--- src/rtl/apb_completer_regfile.sv ---
// apb_completer_regfile
//   APB completer register bank. Word-aligned register decode relative to
//   BASE_ADDR, fixed wait states, byte-strobed writes. The last register word
//   is a read-only saturating count of transfers completed without error.
//   pslverr flags out-of-range addresses, writes to the counter and, when
//   SECURE_ONLY=1, non-secure (pprot[1]=1) accesses.
// Ports
//   pclk, preset          clock, synchronous active-high reset
//   paddr/pprot/pnse      address and protection (pnse accepted, unused)
//   psel/penable/pwrite   APB control
//   pwdata/pstrb          write data and byte strobes
//   pready/prdata/pslverr response (prdata/pslverr zero unless pready)
//   pwakeup               accepted, unused
//   protocol_err          sticky APB sequencing violation flag
module apb_completer_regfile #(
  parameter int                    ADDR_WIDTH  = 32,
  parameter int                    DATA_WIDTH  = 32,
  parameter int                    NUM_REGS    = 16,
  parameter logic [ADDR_WIDTH-1:0] BASE_ADDR   = '0,
  parameter int                    WAIT_CYCLES = 2,
  parameter int                    SECURE_ONLY = 0
) (
  input  logic                    pclk,
  input  logic                    preset,
  input  logic [ADDR_WIDTH-1:0]   paddr,
  input  logic [2:0]              pprot,
  input  logic                    pnse,
  input  logic                    psel,
  input  logic                    penable,
  input  logic                    pwrite,
  input  logic [DATA_WIDTH-1:0]   pwdata,
  input  logic [DATA_WIDTH/8-1:0] pstrb,
  output logic                    pready,
  output logic [DATA_WIDTH-1:0]   prdata,
  output logic                    pslverr,
  input  logic                    pwakeup,
  output logic                    protocol_err
);
  localparam int NB = DATA_WIDTH / 8;
  localparam int LG = $clog2(NB);
  localparam logic [ADDR_WIDTH-1:0] SPAN    = ADDR_WIDTH'(NUM_REGS * NB);
  localparam logic [ADDR_WIDTH-1:0] CTR_IDX = ADDR_WIDTH'(NUM_REGS - 1);

  typedef enum logic {IDLE, ACCESS} state_t;

  state_t                               state_q, state_d;
  logic [3:0]                           cnt_q, cnt_d;
  logic [ADDR_WIDTH-1:0]                addr_q, addr_d;
  logic                                 wr_q, wr_d;
  logic [DATA_WIDTH-1:0]                wdata_q, wdata_d;
  logic [NB-1:0]                        strb_q, strb_d;
  logic                                 nsec_q, nsec_d;
  logic [NUM_REGS-2:0][DATA_WIDTH-1:0]  regs_q, regs_d;
  logic [DATA_WIDTH-1:0]                ctr_q, ctr_d;
  logic                                 perr_q, perr_d;

  logic [ADDR_WIDTH-1:0] off, idx;
  logic                  err, active, done;
  logic [DATA_WIDTH-1:0] rdata;

  // Pins that carry no behaviour in this block.
  logic unused_ok;
  assign unused_ok = ^{pnse, pwakeup, pprot[2], pprot[0]};

  // Decode works purely from the latched setup-phase attributes.
  always_comb begin
    off = addr_q - BASE_ADDR;  // wraps, so addresses below base land out of range
    idx = off >> LG;
    err = (off >= SPAN) || ((SECURE_ONLY != 0) && nsec_q) || (wr_q && (idx == CTR_IDX));
    rdata = '0;
    if (idx == CTR_IDX) rdata = ctr_q;
    for (int i = 0; i < NUM_REGS - 1; i++)
      if (idx == ADDR_WIDTH'(i)) rdata = regs_q[i];
  end

  assign active       = (state_q == ACCESS) && psel && penable;
  // Reset forces the response quiet in the very cycle it is asserted.
  assign done         = active && (cnt_q == 4'd0) && !preset;
  assign pready       = done;
  assign pslverr      = done && err;
  assign prdata       = (done && !err && !wr_q) ? rdata : '0;
  assign protocol_err = perr_q;

  always_comb begin
    state_d = state_q;
    cnt_d   = cnt_q;
    addr_d  = addr_q;
    wr_d    = wr_q;
    wdata_d = wdata_q;
    strb_d  = strb_q;
    nsec_d  = nsec_q;
    regs_d  = regs_q;
    ctr_d   = ctr_q;
    perr_d  = perr_q;
    case (state_q)
      IDLE: begin
        if (penable) begin
          perr_d = 1'b1;
        end else if (psel) begin
          addr_d  = paddr;
          wr_d    = pwrite;
          wdata_d = pwdata;
          strb_d  = pstrb;
          nsec_d  = pprot[1];
          cnt_d   = 4'(WAIT_CYCLES);
          state_d = ACCESS;
        end
      end
      ACCESS: begin
        if (!(psel && penable)) begin
          // Aborted transfer: nothing is committed.
          perr_d  = 1'b1;
          state_d = IDLE;
        end else if (cnt_q != 4'd0) begin
          cnt_d = cnt_q - 4'd1;
        end else begin
          state_d = IDLE;
          if (!err) begin
            if (wr_q)
              for (int i = 0; i < NUM_REGS - 1; i++)
                if (idx == ADDR_WIDTH'(i))
                  for (int b = 0; b < NB; b++)
                    if (strb_q[b]) regs_d[i][8*b +: 8] = wdata_q[8*b +: 8];
            if (ctr_q != '1) ctr_d = ctr_q + 1'b1;
          end
        end
      end
      default: state_d = IDLE;
    endcase
  end

  always_ff @(posedge pclk) begin
    if (preset) begin
      state_q <= IDLE;
      cnt_q   <= '0;
      addr_q  <= '0;
      wr_q    <= 1'b0;
      wdata_q <= '0;
      strb_q  <= '0;
      nsec_q  <= 1'b0;
      regs_q  <= '0;
      ctr_q   <= '0;
      perr_q  <= 1'b0;
    end else begin
      state_q <= state_d;
      cnt_q   <= cnt_d;
      addr_q  <= addr_d;
      wr_q    <= wr_d;
      wdata_q <= wdata_d;
      strb_q  <= strb_d;
      nsec_q  <= nsec_d;
      regs_q  <= regs_d;
      ctr_q   <= ctr_d;
      perr_q  <= perr_d;
    end
  end
endmodule

--- config.mk ---
export PLATFORM = sky130hd
export DESIGN_NAME = apb_completer_regfile
export DESIGN_NICKNAME = d
export VERILOG_FILES = /design/src/rtl/apb_completer_regfile.sv
export SDC_FILE = /design/constraint.sdc
export NUM_CORES = 2
export LEC_CHECK = 0
export ABC_AREA = 1
export BUFFER_PORTS_ARGS = -buffer_cell sky130_fd_sc_hd__buf_2
export CORE_MARGIN = 2
export CORE_UTILIZATION = 45
export CTS_CLUSTER_DIAMETER = 200
export CTS_CLUSTER_SIZE = 12
export DETAILED_ROUTE_END_ITERATION = 16
export PLACE_DENSITY = 0.69
export SLEW_MARGIN = 20
export SYNTH_ARGS = -nofsm -noshare
export SYNTH_HDL_FRONTEND = slang
export SYNTH_SLANG_ARGS = --single-unit
--- constraint.sdc ---
create_clock -name pclk -period 3.8 [get_ports pclk]
set_input_delay 0.38 -clock pclk [delete_from_list [all_inputs] [get_ports pclk]]
set_output_delay 0.38 -clock pclk [all_outputs]
set_load 0.05 [all_outputs]
* Word level (Yosys, flattened, before mapping)
Index checks and enable logic that the tools add are counted.
** Storage, ports and cells
- Input port bits :: 78
- Logic and storage cells :: 207
- Output and inout bits :: 35
- Bits in registers :: 587
** Operators by class
- Add/sub/neg operators :: 2
- Mux-type cells :: 30
- Reductions and logical operators :: 80
- Bitwise logic cells :: 4
- Order comparisons :: 1
- Eq/ne operators :: 22
** Operator list (number)
- 32-bit 2-to-1 mux :: 17
- 7-bit AND reduction :: 60
- 30-bit by 4-bit equality test with 1-bit output, second input constant :: 8
- 30-bit by 3-bit equality test with 1-bit output, second input constant :: 4
- 30-bit by 2-bit equality test with 1-bit output, second input constant :: 2
- 32-bit by 1-bit adder with 32-bit output, second input constant :: 1
- 32-bit by 7-bit greater-or-equal comparator with 1-bit output, second input constant :: 1
- 32-bit logical NOT :: 1
- 32-bit != test, second input constant :: 1
- 30-bit by 1-bit equality test with 1-bit output, second input constant :: 1
- 4-bit 2-to-1 mux :: 4
- 1-bit logical AND :: 9
- 2-bit != test, second input constant :: 4
- 4-bit case mux with 2 select lines :: 1
- 1-bit 2-to-1 mux :: 6
- 5-bit AND reduction :: 1
- 4-bit logical NOT :: 1
- 2-bit by 1-bit != test with 1-bit output, second input constant :: 2
- 1-bit NOT :: 4
- 1-bit case mux with 2 select lines :: 2
- 4-bit AND reduction :: 1
- 4-bit nonzero test :: 1
- 4-bit by 1-bit subtractor with 4-bit output, second input constant :: 1
- 1-bit logical NOT :: 3
- 3 further kinds :: 3

* Depth between registers and ports, before layout
- Word-level depth :: 18
- Gate-level depth with buffers :: 25
- Depth with buffers taken out :: 25

* Worst setup path after synthesis
No wires, ideal clock.
- Kind :: register -> output
- Start :: reg addr_q[9]
- End :: out prdata[15]
- Arrival :: 2773 ps
- Data required time :: 3420 ps
- Cell stages (with the launch flop) :: 18
- Buffers on the path :: 2
- Slack :: 647 ps
- Cells stage by stage :: dfxtp_1 -> inv_1 -> nand2_1 -> nor2_2 -> nand2_2 -> nor2_8 -> nand3_4 -> nor2_1 -> buf_2 -> buf_1 -> a21oi_1 -> nand2_1 -> nand2_1 -> nand3_1 -> nand3_1 -> nand3_1 -> nand2_1 -> a21oi_1
** Between the ends
- Cells in the longest elaborated chain, start to end :: 18
- Elaborated cells on any way between the ends :: 39
- Those cells by class :: 1 x order compare; 15 x eq/ne; 17 x mux; 6 x reduce/logical
** Ends and longest elaborated chain
- start: declaration :: line 48 : logic [ADDR_WIDTH-1:0] addr_q, addr_d;
- start signal: assignment :: line 147 : addr_q <= addr_d;
- 30-bit by 4-bit equality test with 1-bit output :: line 69, 71
- 32-bit 2-to-1 mux :: line 71 : if (idx == CTR_IDX) rdata = ctr_q;
- 32-bit 2-to-1 mux (15 in a row) :: line 73 : if (idx == ADDR_WIDTH'(i)) rdata = regs_q[i];
- 32-bit 2-to-1 mux * :: line 81 : assign prdata = (done && !err && !wr_q) ? rdata : '0;
- end: declaration :: line 34 : output logic [DATA_WIDTH-1:0] prdata,
Mark *: on every way between the ends. The rest lies on a longest branch, timed or not.

* Worst setup path in the final report
- Start :: reg addr_q[15]
- End :: out prdata[24]
The elaborated chain is that of the path after synthesis.

==> metrics.md <==
| Metric | Value |
|---|---|
| Outcome | finished, final reports clean |
| Worst R2R End | ctr_q[29] |
| Asr flop ratio synth | 0% |
| Seq cells post-synth | roughly 600 |
| Top-count cell post-synth | a21oi_1 |
| Synth warn | 0 |
| Area share of xor/xnor cells in the synthesized design | 0.105% |
| Worst-Margin Slew | roughly 1.0 ns |
| Unrepaired setup endpoints after global routing | true |
| Synth top area share | 46.9% |
| Required time worst endpoint | around 3.4 ns |
| Synth Area in Simple Gates | about 18% |
| Vias in the first global route | between 20000 and 25000 |
| WL per Instance | between 15 and 20 um |
| Total wire length | about 70000 um |
| Largest delay contributor family on the critical path | simple AND/OR/NAND/NOR gates |
| Post-synth net total | approximately 3500 |
| Mux cell area share after synthesis | 0% |
| Post-route ant nets | 0 |
| Antenna cells | 0 |
| R2R cell count | 18 |
| Root Driver | clkbuf_16 |
| Critical path launch point type | flip-flop |
| Compound-Gate Fraction of Synth Area | approximately 29% |
| First-pass DRT Iterations | 6 |
| Largest net degree at the start of global routing | around 240 |
| P&R area growth vs syn | 13.9% |
| Adder-cell area share of the yosys netlist | less than 1% |
| Die area | between 0.05 and 0.06 mm^2 |
| Synth Instances | around 3400 |
| GR Util All Layers | a little under a quarter |
| Fin crit period | between 3 and 4 ns |
| Flop2flop setup slack | between 0.5 and 0.6 ns |
| Logic gate share of total power | about 5.0% |
| Sinks on Clock Net | ~590 |
| Initial Util | a little under half |
| DR vias | approximately 23000 |
| Max_slew headroom | around 33% |
| Bufs and invs on worst path | 3 |
| Die W | 239 um |
| H-tree levels | 2 |
| Seq pwr share | roughly 54% |
| Critical Path Slowest Stage Cell | dfxtp_2 |
| Vias per cell | 5.43 |
| Antenna violations before repair | 1 |
| Final Setup Violations | 0 |
| WHS | roughly 0.025 ns |
| GPL Wtd Cong | slightly below 0.9 |
| HPWL Detailed | between 40000 and 50000 um |
| Worst min path class | primary input to flip-flop |
| Area leader, netlist | dfxtp_1 |
| CORE AREA | between 0.05 and 0.06 mm^2 |
| CP cell instances | nor2_2 > nand2_2 > nor2_4 > nand2_4 > nor2_8 > nand3_4 > clkbuf_16 > o21ai_1 > a21oi_1 > o22ai_1 > nand2_1 > nand2_1 > nand2_1 > nand2_1 > nand4_1 > o21bai_1 > nand3_1 > nand2_1 > inv_1 > buf_2 |
| Sw frac | a little under a quarter |
| Static Leak | approximately 11 nW |
| CP Data Arrival Time | roughly 3.4 ns |
| Distinct cells, synth | between 40 and 50 |
| Switching Power | roughly 2.8 mW |
| Post-Syn Area per Cell | slightly above 7 um^2 |
| Num CTS Buffers | between 50 and 60 |
| Min-delay src | paddr[14] |
| Std cell rows | 86 |
| Io pins | approximately 110 |
| Max-cap violations | 0 |
| Layout cells sized above 1 | approximately 14% |
| Clock Latency Late Sink | 0.63 ns |
| Final Max Slew Viols | 0 |
| Post-synth EDFFs | 0 |
| Peak supply drop | about 0.36 mV |
| Grt ovf | 0 |
| Prevailing post-synth register cell | dfxtp_1 |
| Maximum clock path buffer count | 3 |
| Internal Power | between 8 and 9 mW |
| Skew final | approximately 0.021 ns |
| Critical path endpoint category | output pin |
| Setup Crit Path Kind | flip-flop to output pin |
| CTS clk-pin slew, worst paths | roughly 0.06 ns |
| Largest family of logic cells by synthesized area | compound AO/OA/AOI/OAI gates |
| DP Area | about 0.026 mm^2 |
| Top cell by count, worst path | nand2_1 |
| Register area share after synthesis | about 47% |
| Hold EP | addr_q[14] |
| Final core utilization | between 50% and 60% |
| Height of the die | 239 um |
| Final hold vios | 0 |
| PortBufs | 105 |
| CTS tree | done |
| Setup TNS | 0 ns |
| Reg2Reg Launch Point | addr_q[15] |
| Worst-path fanout max | 14 |
| Global-route wire length before repair | between 100000 and 150000 um |
| Post-synth top cells | a21oi_1 (679), o21ai_0 (667), dfxtp_1 (585), nand2_1 (464), nor2_1 (342) |
| Pwr/cell area | around 410 mW/mm^2 |
| Nets | ~3500 |
| WHS Path Cells | 3 |
| FMAX | roughly 270 MHz |
| Synth area leaders | dfxtp_1 (47%), a21oi_1 (14%), o21ai_0 (13%), nand2_1 (7.0%), nor2_1 (5.1%) |
| Iter 0 DRT Violations | 2250 |
| # DRC | 0 |
| Tot Pwr | between 10 and 15 mW |
| Clock network fraction of total power | 41.5% |
| Post-layout instance area | around 0.028 mm^2 |
| Synthesized area | ~0.025 mm^2 |
| Max incr delay on CP | 0.32 ns |
| Tcrit/Tclk final | between 90 and 100% |
how the worst max path moves through the flow:
stage,end,cells after the start,start,slack [ns]
CTS,prdata[6],23,addr_q[18],-0.01
detailed placement,prdata[26],17,addr_q[18],0.38
floorplan,prdata[15],17,addr_q[9],0.65
finish,prdata[24],20,addr_q[15],0.03
global route,prdata[13],20,addr_q[15],-0.20
global placement,prdata[30],18,addr_q[9],0.41
per-layer routing:
metal	vias to the layer above	part of all wire [%]	track usage, %
li1	11600	-	-
met1	10600	46	31.0
met2	497	47	38.6
met3	89	5.3	2.89
met4	0	1.9	5.80
met5	-	0	0
state kept, by name (all words and copies together) (netlist names):
register and cells:
state_q 1, cnt_q 4, ctr_q 32, addr_q 30
wdata_q 32, regs_q 480, strb_q 4, protocol_err 1
wr_q 1
repair_timing:
| item | in CTS | in global routing |
|---|---|---|
| gates resized for setup | 46 | 199 |
| endpoints found under the hold margin | 7 | 0 |
| setup buffers | 6 | 17 |
| gates cloned | 2 | 6 |
| hold buffers | 7 | 0 |
| pin swaps | 4 | 47 |
| setup endpoints to repair | 32 | 32 |
logic make-up (layout without fill, tap and decap cells):
kind of cell	Yosys count	after routing
compound gates	1404	1404
simple gates	1039	1039
flops	585	585
buf+inv	415	415
xor+xnor	3	3
fa+ha+maj	2	2
power by group through the flow:
stage,clock network (mW),registers (mW),logic [mW]
floorplan,0,6.34,0.347
global placement,0,6.34,0.529
detailed placement,0,6.34,0.530
CTS,4.90,6.21,0.551
global route,5.11,6.22,0.645
finish,4.81,6.21,0.585
cells in the final DEF, fill, tap and decap left out, types with 4 or more instances in the layout:
cell / Yosys / layout
o21ai_1: 14 / 40
buf_12: 0 / 14
a21oi_2: 1 / 20
buf_2: 70 / 77
inv_2: 3 / 10
nand2_4: 0 / 5
dfxtp_1: 585 / 577
nor3_1: 31 / 30
or2_2: 22 / 20
o211ai_1: 14 / 14
nor2_1: 342 / 318
clkinvlp_4: 0 / 4
nand3b_1: 12 / 12
nor2_4: 2 / 12
clkbuf_16: 0 / 60
nand2_2: 15 / 28
dfxtp_2: 0 / 8
o22ai_1: 19 / 16
nor4_1: 5 / 5
o21ai_0: 667 / 628
nand4_1: 15 / 15
inv_1: 149 / 135
buf_6: 0 / 11
o21ai_2: 0 / 12
buf_4: 3 / 83
dlygate4sd3_1: 0 / 7
nor2_2: 49 / 63
nand3_2: 2 / 19
a21oi_1: 679 / 660
nand3_1: 74 / 55
nand2_1: 464 / 446
worst min-delay path, delay by kind of cell:
family | cells | cell delay, ns
AOI/OAI and AO/OA | 1 | 0.08
and+or+nand+nor | 1 | 0.08
buffers and inverters | 1 | 0.07
layout make-up:
class	count	area, um^2
sequential	585	11700
inverter	156	627
timing repair inverter	1	7.51
fill	5317	26600
tap	748	936
clock inverter	4	63.8
timing repair buffer	200	1680
multi-input combinational	2448	12000
clock buffer	54	1350
through the flow:
stage	worst slack [ns]	std cells
final	0.0282	4196
after global routing	-0.202	4196
after CTS	-0.0122	4173
after detailed placement	0.381	4100
after global placement	0.413	4100
after floorplan	0.647	3448
Note: power is estimated with default switching activity, not from simulation.
